--- src/rtl/fwd_hazard_unit.sv ---
// Operand-forwarding select and load-use hazard unit.
// Tracks a private shadow of the EX/MEM/WB destination and control bits.
module fwd_hazard_unit #(
    parameter int REG_ADDR_W = 5,
    parameter int CNT_W      = 32
) (
    input  logic                  clk,
    input  logic                  rst_n,
    input  logic                  id_valid,
    input  logic [REG_ADDR_W-1:0] id_rs1,
    input  logic [REG_ADDR_W-1:0] id_rs2,
    input  logic                  id_use_rs1,
    input  logic                  id_use_rs2,
    input  logic [REG_ADDR_W-1:0] id_rd,
    input  logic                  id_reg_write,
    input  logic                  id_mem_read,
    input  logic                  flush,
    output logic [1:0]            fwd_a_sel,
    output logic [1:0]            fwd_b_sel,
    output logic                  stall,
    output logic                  pc_write_en,
    output logic                  if_id_write_en,
    output logic                  ex_bubble,
    output logic [CNT_W-1:0]      stall_count
);

    logic [REG_ADDR_W-1:0] ex_rs1_q, ex_rs1_d;
    logic [REG_ADDR_W-1:0] ex_rs2_q, ex_rs2_d;
    logic [REG_ADDR_W-1:0] ex_rd_q, ex_rd_d;
    logic                  ex_use1_q, ex_use1_d;
    logic                  ex_use2_q, ex_use2_d;
    logic                  ex_rw_q, ex_rw_d;
    logic                  ex_mr_q, ex_mr_d;
    logic [REG_ADDR_W-1:0] mem_rd_q, wb_rd_q;
    logic                  mem_rw_q, wb_rw_q;
    logic [CNT_W-1:0]      cnt_q, cnt_d;

    logic mem_eff, wb_eff, ex_load_eff, rs1_hit, rs2_hit;

    assign mem_eff     = mem_rw_q && (mem_rd_q != '0);
    assign wb_eff      = wb_rw_q && (wb_rd_q != '0);
    assign ex_load_eff = ex_mr_q && ex_rw_q && (ex_rd_q != '0);
    assign rs1_hit     = id_use_rs1 && (id_rs1 == ex_rd_q);
    assign rs2_hit     = id_use_rs2 && (id_rs2 == ex_rd_q);

    // flush squashes the ID instruction, so a hazard against it is moot
    assign stall          = id_valid && ex_load_eff && (rs1_hit || rs2_hit) && !flush;
    assign ex_bubble      = stall || flush;
    assign pc_write_en    = !stall;
    assign if_id_write_en = !stall;
    assign stall_count    = cnt_q;

    always_comb begin
        fwd_a_sel = 2'b00;
        if (ex_use1_q && mem_eff && (mem_rd_q == ex_rs1_q))
            fwd_a_sel = 2'b10;
        else if (ex_use1_q && wb_eff && (wb_rd_q == ex_rs1_q))
            fwd_a_sel = 2'b01;
    end

    always_comb begin
        fwd_b_sel = 2'b00;
        if (ex_use2_q && mem_eff && (mem_rd_q == ex_rs2_q))
            fwd_b_sel = 2'b10;
        else if (ex_use2_q && wb_eff && (wb_rd_q == ex_rs2_q))
            fwd_b_sel = 2'b01;
    end

    always_comb begin
        ex_rs1_d  = '0;
        ex_rs2_d  = '0;
        ex_rd_d   = '0;
        ex_use1_d = 1'b0;
        ex_use2_d = 1'b0;
        ex_rw_d   = 1'b0;
        ex_mr_d   = 1'b0;
        if (id_valid && !ex_bubble) begin
            ex_rs1_d  = id_rs1;
            ex_rs2_d  = id_rs2;
            ex_rd_d   = id_rd;
            ex_use1_d = id_use_rs1;
            ex_use2_d = id_use_rs2;
            ex_rw_d   = id_reg_write;
            ex_mr_d   = id_mem_read;
        end
    end

    always_comb begin
        cnt_d = cnt_q;
        if (stall && (cnt_q != {CNT_W{1'b1}}))
            cnt_d = cnt_q + CNT_W'(1);
    end

    always_ff @(posedge clk or negedge rst_n) begin
        if (!rst_n) begin
            ex_rs1_q  <= '0;
            ex_rs2_q  <= '0;
            ex_rd_q   <= '0;
            ex_use1_q <= 1'b0;
            ex_use2_q <= 1'b0;
            ex_rw_q   <= 1'b0;
            ex_mr_q   <= 1'b0;
            mem_rd_q  <= '0;
            mem_rw_q  <= 1'b0;
            wb_rd_q   <= '0;
            wb_rw_q   <= 1'b0;
            cnt_q     <= '0;
        end else begin
            ex_rs1_q  <= ex_rs1_d;
            ex_rs2_q  <= ex_rs2_d;
            ex_rd_q   <= ex_rd_d;
            ex_use1_q <= ex_use1_d;
            ex_use2_q <= ex_use2_d;
            ex_rw_q   <= ex_rw_d;
            ex_mr_q   <= ex_mr_d;
            mem_rd_q  <= ex_rd_q;
            mem_rw_q  <= ex_rw_q;
            wb_rd_q   <= mem_rd_q;
            wb_rw_q   <= mem_rw_q;
            cnt_q     <= cnt_d;
        end
    end

endmodule

--- config.mk ---
export PLATFORM = sky130hd
export DESIGN_NAME = fwd_hazard_unit
export DESIGN_NICKNAME = d
export VERILOG_FILES = /design/src/rtl/fwd_hazard_unit.sv
export SDC_FILE = /design/constraint.sdc
export NUM_CORES = 1
export LEC_CHECK = 0
export BUFFER_PORTS_ARGS = -buffer_cell sky130_fd_sc_hd__buf_2
export CORE_MARGIN = 1
export CORE_UTILIZATION = 35
export DETAILED_ROUTE_END_ITERATION = 12
export PLACE_DENSITY_LB_ADDON = 0.1
export SLEW_MARGIN = 40
export SYNTH_ARGS = -nofsm -noshare
export SYNTH_HDL_FRONTEND = slang
export SYNTH_SLANG_ARGS = --single-unit
--- constraint.sdc ---
create_clock -name clk -period 2.5 [get_ports clk]
set_clock_uncertainty 0.1 [all_clocks]
set_input_delay 0.375 -clock clk [delete_from_list [all_inputs] [get_ports clk]]
set_output_delay 0.375 -clock clk [all_outputs]
set_load 0.02 [all_outputs]
==> summary.txt <==
Run status
  – Outcome: complete, no violations

Global routing
  – Gr ovfl total: 0
  – First-pass GRT wire length: 11000 um
  – Initial antenna violation count: 0
  – All-Layer GR Usage: 0.166
  – Vias in the first global route: 2195
  – Largest net degree at the start of global routing: 64

Critical path
  – Crit end category: primary output
  – Critical path startpoint category: flip-flop
  – Cell Chain, Critical Path: or3_1 > o311a_1 > and3b_2 > nand2_4 > inv_2 > buf_6
  – CP top delay family: simple AND/OR/NAND/NOR gates
  – Buf/Inv on CP: 2
  – CP max stage delay: 0.41 ns
  – Critical Path Fanout Max: 4
  – Critical R2R Launch: ex_rd_q[0]$_DFF_PN0_
  – Worst setup path start: ex_rd_q[0]$_DFF_PN0_
  – Required time of the worst setup path: 2.03 ns
  – Critical path type: reg2out
  – FF-to-FF setup slack: 0.12 ns
  – Slowest stage cell, crit path: dfrtp_1
  – Critical path arrival: 1.95 ns

Floorplan
  – # IOs: 63
  – Site row count: 33
  – Initial Utilization: 0.360
  – Die width: 93.7 um
  – Core Footprint: 8180 um^2
  – Die area: 8770 um^2
  – Die height: 93.7 um

Route
  – Drt pass-1 iters: 4
  – Drc violations: 0
  – Initial DRC count: 109
  – Routed WL: 6690 um
  – Vias: 2205
  – WL/cell: 14.4 um
  – Final ANT Viol Nets: 0
  – Vias per std cell: 4.73

Placement
  – PortBufs: 62
  – Area post-placement: 3480 um^2
  – Detailed Place HPWL: 4890 um
  – Placed cell count: 440
  – Routability cong.: 0.742

Timing
  – Final hold violations: 0
  – Setup TNS: 0 ns
  – Unrepaired setup endpoints after global routing: yes
  – Final setup viols: 0
  – Period utilisation layout: 0.969
  – Worst Tran Pin Value: 0.561 ns
  – Max Slew Vio Count: 0
  – Fmax: 413 MHz
  – Max_slew headroom: 0.625
  – Period minus WS final: 2.42 ns

Yosys
  – Post-Synthesis Cell Area: 2940 um^2
  – Synth Instances: 262
  – Post-synth EDFFs: 0
  – Largest cells by area after synthesis: dfrtp_1 (54%), xnor2_1 (9.2%), xor2_1 (8.6%)
  – Synth area leader: dfrtp_1
  – Sequential cell area fraction in the yosys report: 0.536
  – Async SR Flop Fraction: 1.00
  – Mapped Nets: 286
  – Yosys cell types: 36
  – Primary FF master, synth: dfrtp_1
  – Synth Area per Inst: 11.2 um^2
  – Synth top area share: 0.536
  – Warnings from Yosys: 0
  – Seq cells post-synth: 63

Cells and area
  – # diodes: 0
  – Layout cells sized above 1: 0.338
  – Final Cell Area: 3830 um^2
  – Area grow syn2layout: 30.4%
  – Finished Layout Cells: 466
  – Final #Nets: 380

Power and ir drop
  – Pwr/cell area: 571 nW/um^2
  – Peak VDD IR: 0.000234 V
  – LEAKAGE: 1.92 nW

Clocking
  – Clk root buf: clkbuf_8
  – CTS buffer count: 9
  – Sink Count: 63
  – H-tree depth: 3
  – CTS tree: yes
  – CTS max path bufs: 2
  – Reg clk slew, reported paths: 0.08 ns
  – Worst-skew pair later-pin latency: 0.34 ns

Min path
  – Worst min path class: in2reg
  – Hold_sp: id_rd[3]

Run
  – Max_cap viols: 0
-- sequential cells by signal, indices dropped and copies added (netlist names), 5 cells and up --
| signal | cells |
|---|---|
| stall_count | 32 |
| ex_rs1_q | 5 |
| wb_rd_q | 5 |
| mem_rd_q | 5 |
| ex_rs2_q | 5 |
| ex_rd_q | 5 |
-- cell families (layout without fill, tap and decap cells) --
group | count (synthesis) | after routing | synth area share
buffers and inverters | 13 | 112 | 0.0191
XOR/XNOR | 60 | 60 | 0.179
adder cells (fa/ha/maj) | 1 | 1 | 0.00425
AND/OR/NAND/NOR | 115 | 115 | 0.228
AO/OA/AOI/OAI | 8 | 8 | 0.0264
multiplexers | 2 | 2 | 0.00766
flip-flops | 63 | 63 | 0.536
-- layout make-up --
type	instances	area, um^2
sequential	63	1580
clock buffer	9	124
fill	794	4340
clock inverter	7	103
timing repair buffer	86	523
tap	105	131
inverter	10	37.5
multi-input combinational	186	1340
-- worst paths after layout --
path | end | cells past startpoint
hold reg to reg | mem_rw_q$_DFF_PN0_ | 0
max in group asynchronous | stall_count[23]$_DFFE_PN0P_ | 3
hold / removal | ex_rd_q[3]$_DFF_PN0_ | 2
setup / recovery | stall | 6
setup reg to reg | stall_count[26]$_DFFE_PN0P_ | 10
min in group asynchronous | stall_count[31]$_DFFE_PN0P_ | 3
-- layer usage --
metal / global-route usage / wire (um)
met1: 0.224 / 3160
met2: 0.259 / 3200
met5: 0 / 0
met4: 0.0538 / 64
met3: 0.0429 / 273
-- synthesized netlist by cell type (2+ instances only) --
| cell | n |
|---|---|
| mux2_2 | 2 |
| xnor2_1 | 31 |
| and2_1 | 20 |
| xor2_1 | 29 |
| or4_1 | 2 |
| buf_4 | 2 |
| nor2_1 | 10 |
| nand2_1 | 17 |
| nand3_1 | 11 |
| inv_1 | 10 |
| dfrtp_1 | 63 |
| nor4_1 | 12 |
| nor3_1 | 17 |
| nor4_2 | 2 |
| or3_1 | 2 |
| nand4_1 | 10 |
| o21ai_0 | 3 |
-- metrics by stage --
stage	utilization	power, mW	setup WS, ns	hold slack, ns
after floorplan	-	1.13	0.219	-0.0206
after global placement	0.426	1.19	0.207	0.287
after detailed placement	0.426	1.19	0.198	0.270
after CTS	0.459	2.22	0.0171	0.118
after global routing	0.469	2.28	-0.0243	0.123
final	0.469	2.19	0.0784	0.132
-- worst register-to-register path, cell delays in order (launching register included) --
cell     delay, ns
dfrtp_1       0.41
buf_4         0.16
xnor2_2       0.13
nand4_1       0.12
o22ai_1       0.18
buf_4         0.17
buf_4         0.12
nand2_4       0.05
buf_4         0.15
nor4_1        0.31
mux2_2        0.37
-- power breakdown --
group          switching (mW)  internal, mW
clock network           0.434         0.573
logic                  0.0609        0.0632
registers              0.0198          1.04
-- repair_timing --
item | 4_1_cts | 5_1_grt
setup endpoints to repair | 6 | 9
setup buffers | 4 | 5
gates cloned | 0 | 0
pin swaps | 2 | 7
gates resized for setup | 4 | 11
hold buffers | 1 | 0
hold endpoints to repair | 63 | 0
-- cell usage in the layout, fill, tap and decap left out, types with 3 or more instances in the layout --
cell type	instances
inv_1	9
nand4_1	10
inv_6	3
buf_4	24
nor4_1	12
xor2_1	29
dfrtp_1	63
buf_2	58
nand2_1	16
clkbuf_8	9
nor2_1	10
nand3_1	11
xnor2_1	30
nor3_1	17
and2_1	19
No activity file was read; power rests on OpenSTA's default activity.
